<file path="src/rtl/apb_irq_ctrl_pkg.sv">
// Shared register map, ID layout and priority helper for the APB interrupt controller.
// Optional source synchronizer is selected with APB_IRQ_CTRL_SYNC_EN (see irq_edge_detect).
package apb_irq_ctrl_pkg;

   localparam int MAX_IRQ_CNT  = 32;
   localparam int ID_VALID_BIT = 31;

   localparam logic [1:0] MASK_OFS = 2'd0;
   localparam logic [1:0] PEND_OFS = 2'd1;
   localparam logic [1:0] PSET_OFS = 2'd2;
   localparam logic [1:0] ID_OFS   = 2'd3;

   typedef enum logic [1:0] {
      REG_MASK = MASK_OFS,
      REG_PEND = PEND_OFS,
      REG_PSET = PSET_OFS,
      REG_ID   = ID_OFS
   } reg_sel_e;

   // Lowest set index wins; returns 0 for an empty vector.
   function automatic logic [4:0] lowest_set(input logic [MAX_IRQ_CNT-1:0] vec);
      lowest_set = '0;
      for (int i = MAX_IRQ_CNT - 1; i >= 0; i--) begin
         if (vec[i]) lowest_set = 5'(i);
      end
   endfunction

endpackage

</file>
<file path="src/rtl/apb_irq_ctrl_irq_edge_detect.sv">
// Per-source rising-edge detector; with APB_IRQ_CTRL_SYNC_EN defined each source
// first passes through a 2-flop synchronizer so it may originate in another clock domain.
module irq_edge_detect
   import apb_irq_ctrl_pkg::*;
#(
   parameter int WIDTH = 4
) (
   input  logic             clk,
   input  logic             rst_n,
   input  logic [WIDTH-1:0] src,
   output logic [WIDTH-1:0] rise
);

   generate
      for (genvar gi = 0; gi < WIDTH; gi++) begin : g_bit
         logic level;
         logic hist_reg;

`ifdef APB_IRQ_CTRL_SYNC_EN
         logic sync1_reg;
         logic sync2_reg;

         always_ff @(posedge clk or negedge rst_n) begin
            if (!rst_n) begin
               sync1_reg <= 1'b0;
               sync2_reg <= 1'b0;
            end else begin
               sync1_reg <= src[gi];
               sync2_reg <= sync1_reg;
            end
         end

         assign level = sync2_reg;
`else
         assign level = src[gi];
`endif

         // History resets low, so a source already high at reset release yields an edge.
         always_ff @(posedge clk or negedge rst_n) begin
            if (!rst_n) hist_reg <= 1'b0;
            else        hist_reg <= level;
         end

         assign rise[gi] = level & ~hist_reg;
      end
   endgenerate

endmodule

</file>
<file path="src/rtl/apb_irq_ctrl.sv">
// APB interrupt controller: edge-latched pending bits, mask, registered combined IRQ
// and lowest-index ID. Define APB_IRQ_CTRL_SYNC_EN to synchronize irq_i into HCLK.
module apb_irq_ctrl
   import apb_irq_ctrl_pkg::*;
#(
   parameter int APB_ADDR_WIDTH = 12,
   parameter int IRQ_CNT        = 4
) (
   input  logic                      HCLK,
   input  logic                      HRESETn,
   input  logic [APB_ADDR_WIDTH-1:0] PADDR,
   input  logic [31:0]               PWDATA,
   input  logic                      PWRITE,
   input  logic                      PSEL,
   input  logic                      PENABLE,
   output logic [31:0]               PRDATA,
   output logic                      PREADY,
   output logic                      PSLVERR,
   input  logic [IRQ_CNT-1:0]        irq_i,
   output logic                      irq_o,
   output logic [4:0]                irq_id_o
);

   logic [IRQ_CNT-1:0]     mask_reg;
   logic [IRQ_CNT-1:0]     pend_reg;
   logic [IRQ_CNT-1:0]     pend_next;
   logic [IRQ_CNT-1:0]     rise;
   logic [IRQ_CNT-1:0]     w1c;
   logic [IRQ_CNT-1:0]     swset;
   logic [IRQ_CNT-1:0]     active;
   logic [MAX_IRQ_CNT-1:0] active_wide;
   logic                   irq_valid;
   logic                   addr_ok;
   logic                   wr_en;
   reg_sel_e               reg_sel;
   logic                   unused_ok;

   irq_edge_detect #(
      .WIDTH (IRQ_CNT)
   ) u_edge (
      .clk   (HCLK),
      .rst_n (HRESETn),
      .src   (irq_i),
      .rise  (rise)
   );

   // Only the first 16 bytes of the window decode; anything above is an error.
   assign addr_ok = (PADDR[APB_ADDR_WIDTH-1:4] == '0);
   assign wr_en   = PSEL & PENABLE & PWRITE & addr_ok;
   assign reg_sel = reg_sel_e'(PADDR[3:2]);

   assign PREADY  = 1'b1;
   assign PSLVERR = PSEL & ~addr_ok;

   always_comb begin
      w1c   = '0;
      swset = '0;
      if (wr_en && reg_sel == REG_PEND) w1c   = PWDATA[IRQ_CNT-1:0];
      if (wr_en && reg_sel == REG_PSET) swset = PWDATA[IRQ_CNT-1:0];
   end

   // Set terms are OR'ed after the clear so a simultaneous edge always survives.
   assign pend_next = (pend_reg & ~w1c) | rise | swset;

   always_ff @(posedge HCLK or negedge HRESETn) begin
      if (!HRESETn) begin
         mask_reg <= '0;
         pend_reg <= '0;
         irq_o    <= 1'b0;
      end else begin
         pend_reg <= pend_next;
         if (wr_en && reg_sel == REG_MASK) mask_reg <= PWDATA[IRQ_CNT-1:0];
         irq_o    <= |active;
      end
   end

   assign active    = pend_reg & mask_reg;
   assign irq_valid = |active;

   always_comb begin
      active_wide              = '0;
      active_wide[IRQ_CNT-1:0] = active;
   end

   assign irq_id_o = lowest_set(active_wide);

   always_comb begin
      PRDATA = '0;
      if (PSEL && addr_ok) begin
         case (reg_sel)
            REG_MASK: PRDATA[IRQ_CNT-1:0] = mask_reg;
            REG_PEND: PRDATA[IRQ_CNT-1:0] = pend_reg;
            REG_PSET: PRDATA = '0;
            REG_ID: begin
               PRDATA[ID_VALID_BIT] = irq_valid;
               PRDATA[4:0]          = irq_id_o;
            end
            default: PRDATA = '0;
         endcase
      end
   end

   assign unused_ok = ^{PWDATA, PADDR[1:0]};

endmodule

</file>
<file path="config.mk">
export PLATFORM = sky130hd
export DESIGN_NAME = apb_irq_ctrl
export DESIGN_NICKNAME = d
export VERILOG_FILES = /design/src/rtl/apb_irq_ctrl_pkg.sv /design/src/rtl/apb_irq_ctrl_irq_edge_detect.sv /design/src/rtl/apb_irq_ctrl.sv
export SDC_FILE = /design/constraint.sdc
export NUM_CORES = 1
export LEC_CHECK = 0
export CAP_MARGIN = 0
export CORE_MARGIN = 5
export CORE_UTILIZATION = 30
export DETAILED_ROUTE_END_ITERATION = 12
export GPL_TIMING_DRIVEN = 0
export PLACE_DENSITY = 0.77
export SYNTH_ARGS = -nofsm -noshare
export SYNTH_HDL_FRONTEND = slang
export SYNTH_SLANG_ARGS = --single-unit
</file>
<file path="constraint.sdc">
create_clock -name HCLK -period 1.65 [get_ports HCLK]
set_input_delay 0.165 -clock HCLK [delete_from_list [all_inputs] [get_ports HCLK]]
set_output_delay 0.165 -clock HCLK [all_outputs]
set_load 0.01 [all_outputs]
</file>
# Yosys cells after proc, flatten, opt, wreduce, memory -nomap -nowiden
# Cells that the tools add are included.
# word_totals
word_cells,45
input_bits,53
out_inout_bits,40
regBits,13
# op_classes
eq_ne,3
n_bitwise,18
reduce_logical,7
muxes,10
# ops
cell,count
32-bit 2-to-1 mux,1
4-bit case mux with 4 select lines,1
5-bit 2-to-1 mux,3
1-bit bitwise AND,8
4-bit bitwise AND,2
8-bit logical NOT,1
4-bit 2-to-1 mux,2
4-bit bitwise OR,2
1-bit NOT,5
"2-bit == test, second input constant",2
1-bit logical AND,4
4-bit NOT,1
4-bit OR reduction,1
"2-bit by 1-bit == test with 1-bit output, second input constant",1
2-bit logical NOT,1
1-bit 2-to-1 mux,2
2-bit 2-to-1 mux,1

# Longest topological paths before layout
# Gate-level depths: netlist of the first run.
# depth
depth_word,9
mapped_depth,5
ltp_nobuf,4

# Cells and area by module
# Synthesis of the first run repeated with hierarchy kept, for this count alone.
# hier_totals
cells_unflattened,105
hier_area_um2,1013.5
# by_module_without_submodules
module,n_inst,cells_each,area_each_um2,seq_area_each_um2
apb_irq_ctrl,1,97,858.3,225.2
irq_edge_detect,1,8,155.1,100.1

# Worst setup path after synthesis of the first run
# OpenSTA, ideal clock, no wires.
# synth_path
kind,register to output
start,register pend_reg[2]
end,output port PRDATA[0]
path_slack_ns,0.259
t_arrival_ns,1.226
path_stages_with_launch,5
path_buffers,0
cell_sequence,dfrtp_1 nand2_1 a32oi_1 or3b_2 a21oi_1
# synth_via
elab_chain_cells,6
# synth_lines
element,line,text
from (decl),apb_irq_ctrl.sv:25,logic [IRQ_CNT-1:0] pend_reg;
from (signal assigned),apb_irq_ctrl.sv:71,pend_reg <= pend_next;
4-bit bitwise AND,apb_irq_ctrl.sv:77,assign active = pend_reg & mask_reg;
5-bit 2-to-1 mux (3 in series),apb_irq_ctrl_pkg.sv:24,if (vec[i]) lowest_set = 5'(i);
4-bit case mux with 4 select lines,apb_irq_ctrl.sv:90,case (reg_sel)
32-bit 2-to-1 mux,apb_irq_ctrl.sv:89,if (PSEL && addr_ok) begin
to (decl),apb_irq_ctrl.sv:16,"output logic [31:0] PRDATA,"
# Every way passes these cells.

# Worst setup path in the final report of the first run
# layout_path
start,register mask_reg[2]
end,output port PRDATA[0]
# layout_via
elab_chain_cells,6
# layout_lines
element,line,text
from (decl),apb_irq_ctrl.sv:24,logic [IRQ_CNT-1:0] mask_reg;
from (signal assigned),apb_irq_ctrl.sv:72,if (wr_en && reg_sel == REG_MASK) mask_reg <= PWDATA[IRQ_CNT-1:0];
4-bit bitwise AND,apb_irq_ctrl.sv:77,
5-bit 2-to-1 mux (3 in series),apb_irq_ctrl_pkg.sv:24,
4-bit case mux with 4 select lines,apb_irq_ctrl.sv:90,
32-bit 2-to-1 mux,apb_irq_ctrl.sv:89,
# Every way passes these cells.

==> results of run 1 <==
## worst register-to-register path, cell delays in order, from the launching register on
cell and delay [ns]:
dfrtp_1 0.40, buf_4 0.14, a22oi_2 0.21, nand3_1 0.12
## Yosys cell counts (all sizes together)
cell,instances,area (sq um)
a21oi,2,10.01
a22oi,2,15.01
a32oi,1,8.760
and2,1,6.260
and2b,1,8.760
and3,1,6.260
buf,33,249.0
clkbuf,1,3.750
conb,2,7.510
dfrtp,13,325.3
mux2,4,60.06
mux2i,3,30.03
nand2,10,37.54
nand2b,8,50.05
nand3,2,22.52
nand4,9,56.30
nor2,3,11.26
nor2b,2,12.51
nor3,2,10.01
nor3b,1,7.510
nor4,2,25.02
o32a,1,10.01
or3b,1,8.760
## path summary, 6_finish.rpt
| path | endpoint | slack [ns] | cells after the start |
|---|---|---|---|
| setup / recovery | PRDATA[0] | -0.08 | 5 |
| hold / removal | irq_o | 0.28 | 1 |
| setup reg to reg | irq_o | 0.65 | 3 |
| hold reg to reg | pend_reg[0] | 0.53 | 2 |
| max in group asynchronous | pend_reg[3] | 0.92 | 1 |
| min in group HCLK | pend_reg[2] | 0.35 | 5 |
## repair_timing
action | CTS | global route
gates resized for setup | 40 | 10
buffers inserted | 13 | 6
pin swaps | 11 | 12
endpoints found under the hold margin | 0 | 0
setup endpoints to repair | 8 | 15
## per-layer routing
layer / vias up / wire (um) / track usage [%]
met3: 6 / 208 / 4.659
li1: 464 / - / -
met5: - / 0 / 0
met2: 36 / 1406 / 21.35
met1: 418 / 1019 / 13.87
met4: 0 / 51 / 3.544
## stage by stage
stage	instances	utilization, %
floorplan	134	-
global placement	208	46.61
detailed placement	208	46.61
CTS	225	50.56
global route	231	52.74
finish	231	52.74
## cell type report
type	instances	area, sq um
plain buffers	34	252.7
clock buffers	4	26.28
fillers	306	1466
multi-input cells	87	563.0
flip-flops and latches	13	327.8
well taps	44	55.05
repair buffers	49	411.6
## power groups by stage
stage	combinational (mW)	sequential, mW	clock, mW
3_5_place_dp	0.189	0.332	0
5_1_grt	0.217	0.326	0.234
4_1_cts	0.191	0.325	0.210
6_report	0.198	0.325	0.200
2_1_floorplan	0.115	0.332	0
3_3_place_gp	0.187	0.331	0
## kinds of logic (layout without fill, tap and decap cells)
group | Yosys count | in the layout
compound gates | 6 | 6
other cells | 2 | 31
flops | 13 | 13
buf+inv | 34 | 87
mux | 7 | 7
simple gates | 43 | 43
==> impl_results.md, run 1 <==
* Worst-Skew Late Latency at roughly 0.28 ns
* Gr usage total at between 10 and 15%
* Pin count of the biggest net entering global routing at 14
* Cts hold-fix bufs at 0
* Pint at 527.9 uW
* Vias in the first global route at between 900 and 1000
* Worst setup SP type: flop
* Via count at 924
* Post-synthesis mux area share at a little under a tenth
* Compound-cell area share of the yosys netlist at 4.459%
* Adder-Cell Fraction of Synth Area at 0%
* Final hold slack at roughly 0.28 ns
* Crit-path slowest cell: dfrtp_1
* DRC violations left at 0
* Top delay family on crit path: simple AND/OR/NAND/NOR gates
* Setup TNS at -0.07674 ns
* Worst-path cell chain: nand2_1 > a32oi_2 > or3b_4 > a21oi_2 > buf_2
* Fin area at between 1500 and 2000 sq um
* Gate power share at 27.3%
* Commonest non-fill, non-tap cell in the layout: buf_4
* WP buf/inv at 1
* RSZ-0062 raised after global routing: true
* # setup viols final at 1
* I/O pins at between 90 and 100
* Post-Synth XOR/XNOR Area at 0%
* Clock slew at reported path FFs at approximately 0.08 ns
* Final Wtd Congestion at between 0.8 and 0.9
* Static leakage at 0.8978 nW
* Layout cells sized above 1 at around 43%
* Post-Synthesis Cells at around 110
* Critical path launch point: mask_reg[2]
* Post-place setup slack at -0.6673 ns
* Gr ovfl total at 0
* CTS tree: done
* Critical path type: flop to output port
* Switching Fraction at 26.98%
* Distinct cell type count after synthesis at 26
* Simple logic cell fraction of the synthesized area at between 20% and 30%
* Worst r2r src: mask_reg[2]
* Die area at about 4500 sq um
* Worst EP required at 1.48 ns
* Slew @ Worst Pin at approximately 0.64 ns
* Final clock period utilization by the worst path at 104.7%
* Global-route wire length before repair at 4215 um
* Initial antenna violation count at 0
* Max Cap Viol at 0
* Core Area at 3103 sq um
* Yosys warns at 0
* Area post-placement at 1446 sq um
* Clk buf depth at 2
* Vias per inst at approximately 4
* Ant. Diodes at 0
* Fmax at between 500 and 600 MHz
* Layout Nets at around 240
* Syn Area/Cell at about 9.4 sq um
* Detailed Route Iter0 Violations at 15
* Final Hold Violating Endpoints at 0
* Die W at about 67 um
* Final wirelength at ~2700 um
* Net Sw Power at 195.1 uW
* Clock Power Share at around 28%
* P&R area growth vs syn at 66.62%
* Setup ws final at -0.07674 ns
* Violated checks: negative setup slack
* Crit path time final at about 1.7 ns
* Status: finished, violations left
* CP Max Fanout at 3
* Peak supply drop at ~0.26 mV
* Number of I/O port buffers at 30
* Clock Skews at 0.004164 ns
* Pwr Density at 441.8 nW/um^2
* Crit. End Element: output port
* FF+latch count, synth at 13
* Sequential area share after synthesis at roughly 33%
* Part of the power in registers at 45.0%
* CTS buffer count at 3
* Final Max Tran Viols at 0
* Type of the worst min-delay path: primary input to async pin
* Antenna Nets Post-Route at 0
* Area of the mapped netlist at ~980 sq um
* DR pass1 iterations at 4
* Root cell of the clock tree: clkbuf_4
* Routed WL per cell at 11.63 um
* Initial Util at approximately a third
* Largest family of logic cells by synthesized area: simple AND/OR/NAND/NOR gates
* Die Ht at a little under 70 um
* Relative slew margins at 57.50%
* Max incr delay on CP at 0.40 ns
* DP Wirelength at just under 2000 um
* Commonest cells after routing, fill and taps aside: buf_4, conb_1, clkdlybuf4s50_1, dfrtp_1
* Power, Total at 723.0 uW
* Clock sinks at 13
* WP data arrival at about 1.6 ns
* Site Rows at 20
* H-tree levels at 1
No activity file was read; power rests on OpenSTA's default activity.
==> run 2: changes to the inputs <==
- CORE_UTILIZATION: 30 -> 50
- DONT_BUFFER_PORTS: default -> 1
- HOLD_SLACK_MARGIN: default -> 0.03
- PLACE_DENSITY: 0.77 -> 0.62
- SKIP_LAST_GASP: default -> 1
==> run 2 against run 1 <==
Compared with the run above: the flow now finishes without violations; global-route usage grew 2.0 points; non-clock buffer count decreased by 38; sequential power about the same; register-to-register slack about the same; final cell count is 24% lower.
==> impl_results.md, run 2 (synthesized netlist as in run 1, its figures left out) <==
* Area post-placement at ~1100 sq um
* Clock Skews at roughly 0.0066 ns
* Pin count of the biggest net entering global routing at 14
* DP Wirelength at 1635 um
* Status: completed
* Pint at 496.6 uW
* Net Sw Power at between 150 and 200 uW
* Placed cells at between 150 and 200
* WP data arrival at between 1 and 1.5 ns
* Slew @ Worst Pin at between 0.5 and 0.6 ns
* Fmax at approximately 630 MHz
* Clock slew at reported path FFs at ~0.080 ns
* Peak supply drop at 0.4771 mV
* Core Area at between 1500 and 2000 sq um
* Area of the multi-input gates at 539.3 sq um
* Worst EP required at approximately 1.5 ns
* Layout Nets at a little over 200
* Ant. Diodes at 0
* Met3 Resource Use GR at approximately 4.6%
* Initial Util at 51.11%
* Initial antenna violation count at 0
* GR met2 Demand/Resource at about a quarter
* Critical path type: flop to output port
* Final Max Tran Viols at 0
* Reg area at approximately 330 sq um
* Fill count at ~160
* Fin area at approximately 1300 sq um
* Routed WL per cell at about 12 um
* DR pass1 iterations at 4
* GR Util met1 at between 10% and 20%
* CTS tree: done
* Gr ovfl total at 0
* Crit path time final at ~1.6 ns
* Final Hold Violating Endpoints at 0
* Pwr Density at 523.0 nW/um^2
* CTS buffer count at 3
* CP Max Fanout at 3
* Max Cap Viol at 0
* Setup ws final at approximately 0.054 ns
* Commonest non-fill, non-tap cell in the layout: buf_4
* Clk buf depth at 2
* Worst-Skew Late Latency at ~0.28 ns
* Die W at 54.32 um
* Relative slew margins at 60.29%
* Switching Fraction at 26.02%
* Via count at 770
* Number of I/O port buffers at 0
* Static leakage at about 0.66 nW
* Final Wtd Congestion at between 0.8 and 0.9
* DRC violations left at 0
* Worst setup SP type: flop
* Clock Power Share at ~29%
* Part of the power in registers at between 40% and 50%
* Die area at about 3000 sq um
* Post-place setup slack at ~0.15 ns
* Die Ht at ~54 um
* I/O pins at 93
* P&R area growth vs syn at 30.70%
* Setup TNS at 0 ns
* Crit. End Element: output port
* Power, Total at between 600 and 700 uW
* Root cell of the clock tree: clkbuf_4
* Detailed Route Iter0 Violations at 13
* # setup viols final at 0
* Clock sinks at 13
* Vias in the first global route at 734
* Global-route wire length before repair at 3063 um
* Antenna Nets Post-Route at 0
* Layout cells sized above 1 at between 30% and 40%
* H-tree levels at 1
* Gr usage total at roughly 14%
* Final clock period utilization by the worst path at about 97%
* Site Rows at 16
* Commonest cells after routing, fill and taps aside: buf_4, conb_1, dfrtp_1, nand2_1
* Finished Layout Cells at about 180
* Final wirelength at ~2100 um
* Global routing's busiest layer: met2
* Vias per inst at 4.375
* Gate power share at roughly 23%
* Type of the worst min-delay path: primary input to flop
-- run 2: cell count changes in the layout (fill, tap and decap cells not counted), moves of 2 or more --
cell             previous run  this run
buf_4                      50        33
clkdlybuf4s50_1            13         0
dlygate4sd3_1               0         9
buf_2                       7         1
dlygate4sd2_1               5         0
dlymetal6s2s_1              4         0
nor3_1                      0         2
nor3_2                      2         0
-- run 2: repair_timing --
| item | 4_1_cts | 5_1_grt |
|---|---|---|
| setup endpoints to repair | 1 | 3 |
| setup buffers | 2 | 0 |
| hold buffers | 9 | 0 |
| pin swaps | 0 | 4 |
| resized for setup | 3 | 3 |
| hold endpoints to repair | 25 | 0 |
-- run 2: worst max-delay path, stage by stage (launching register included) --
cell and delay, ns:
dfrtp_1 0.40, nand2_1 0.08, a32oi_2 0.11, or3b_4 0.42
a21oi_4 0.15
-- run 2: path summary, 6_finish.rpt --
| kind | from | end | slack [ns] | cells after the start |
|---|---|---|---|---|
| hold reg to reg | u_edge.g_bit[2].hist_reg | pend_reg[2] | 0.51 | 2 |
| hold / removal | PWDATA[2] | pend_reg[2] | 0.07 | 2 |
| min in group asynchronous | HRESETn | irq_o | 0.32 | 1 |
| setup reg to reg | mask_reg[2] | irq_o | 0.66 | 3 |
| max in group asynchronous | HRESETn | pend_reg[3] | 0.90 | 1 |
| setup / recovery | mask_reg[2] | PRDATA[0] | 0.05 | 4 |
-- run 2: area by class of cell --
type | count | area share (%)
tap | 27 | 2.632
timing repair buffer | 11 | 8.187
buffer | 34 | 19.69
clock buffer | 4 | 2.047
sequential | 13 | 25.44
multi-input combinational | 87 | 42.01
-- run 2: through the flow --
step                      utilization, %  hold slack (ns)
after floorplan                        -          -0.1306
after CTS                          66.08          0.06605
after global placement             58.53          -0.1302
after detailed placement           58.53          -0.1303
final                              66.80          0.07008
after global routing               66.80          0.07065
-- run 2: power groups by stage --
stage	Sequential [mW]	Clock, mW	Combinational, mW
after detailed placement	0.332	0	0.119
final	0.325	0.195	0.151
after floorplan	0.332	0	0.115
after global routing	0.326	0.221	0.167
after CTS	0.325	0.202	0.146
after global placement	0.332	0	0.119
-- run 2: routing by layer --
metal / part of all wire, % / wire (um)
met1: 39 / 805
met2: 52 / 1073
met3: 9.8 / 205
met4: 0 / 0
met5: 0 / 0
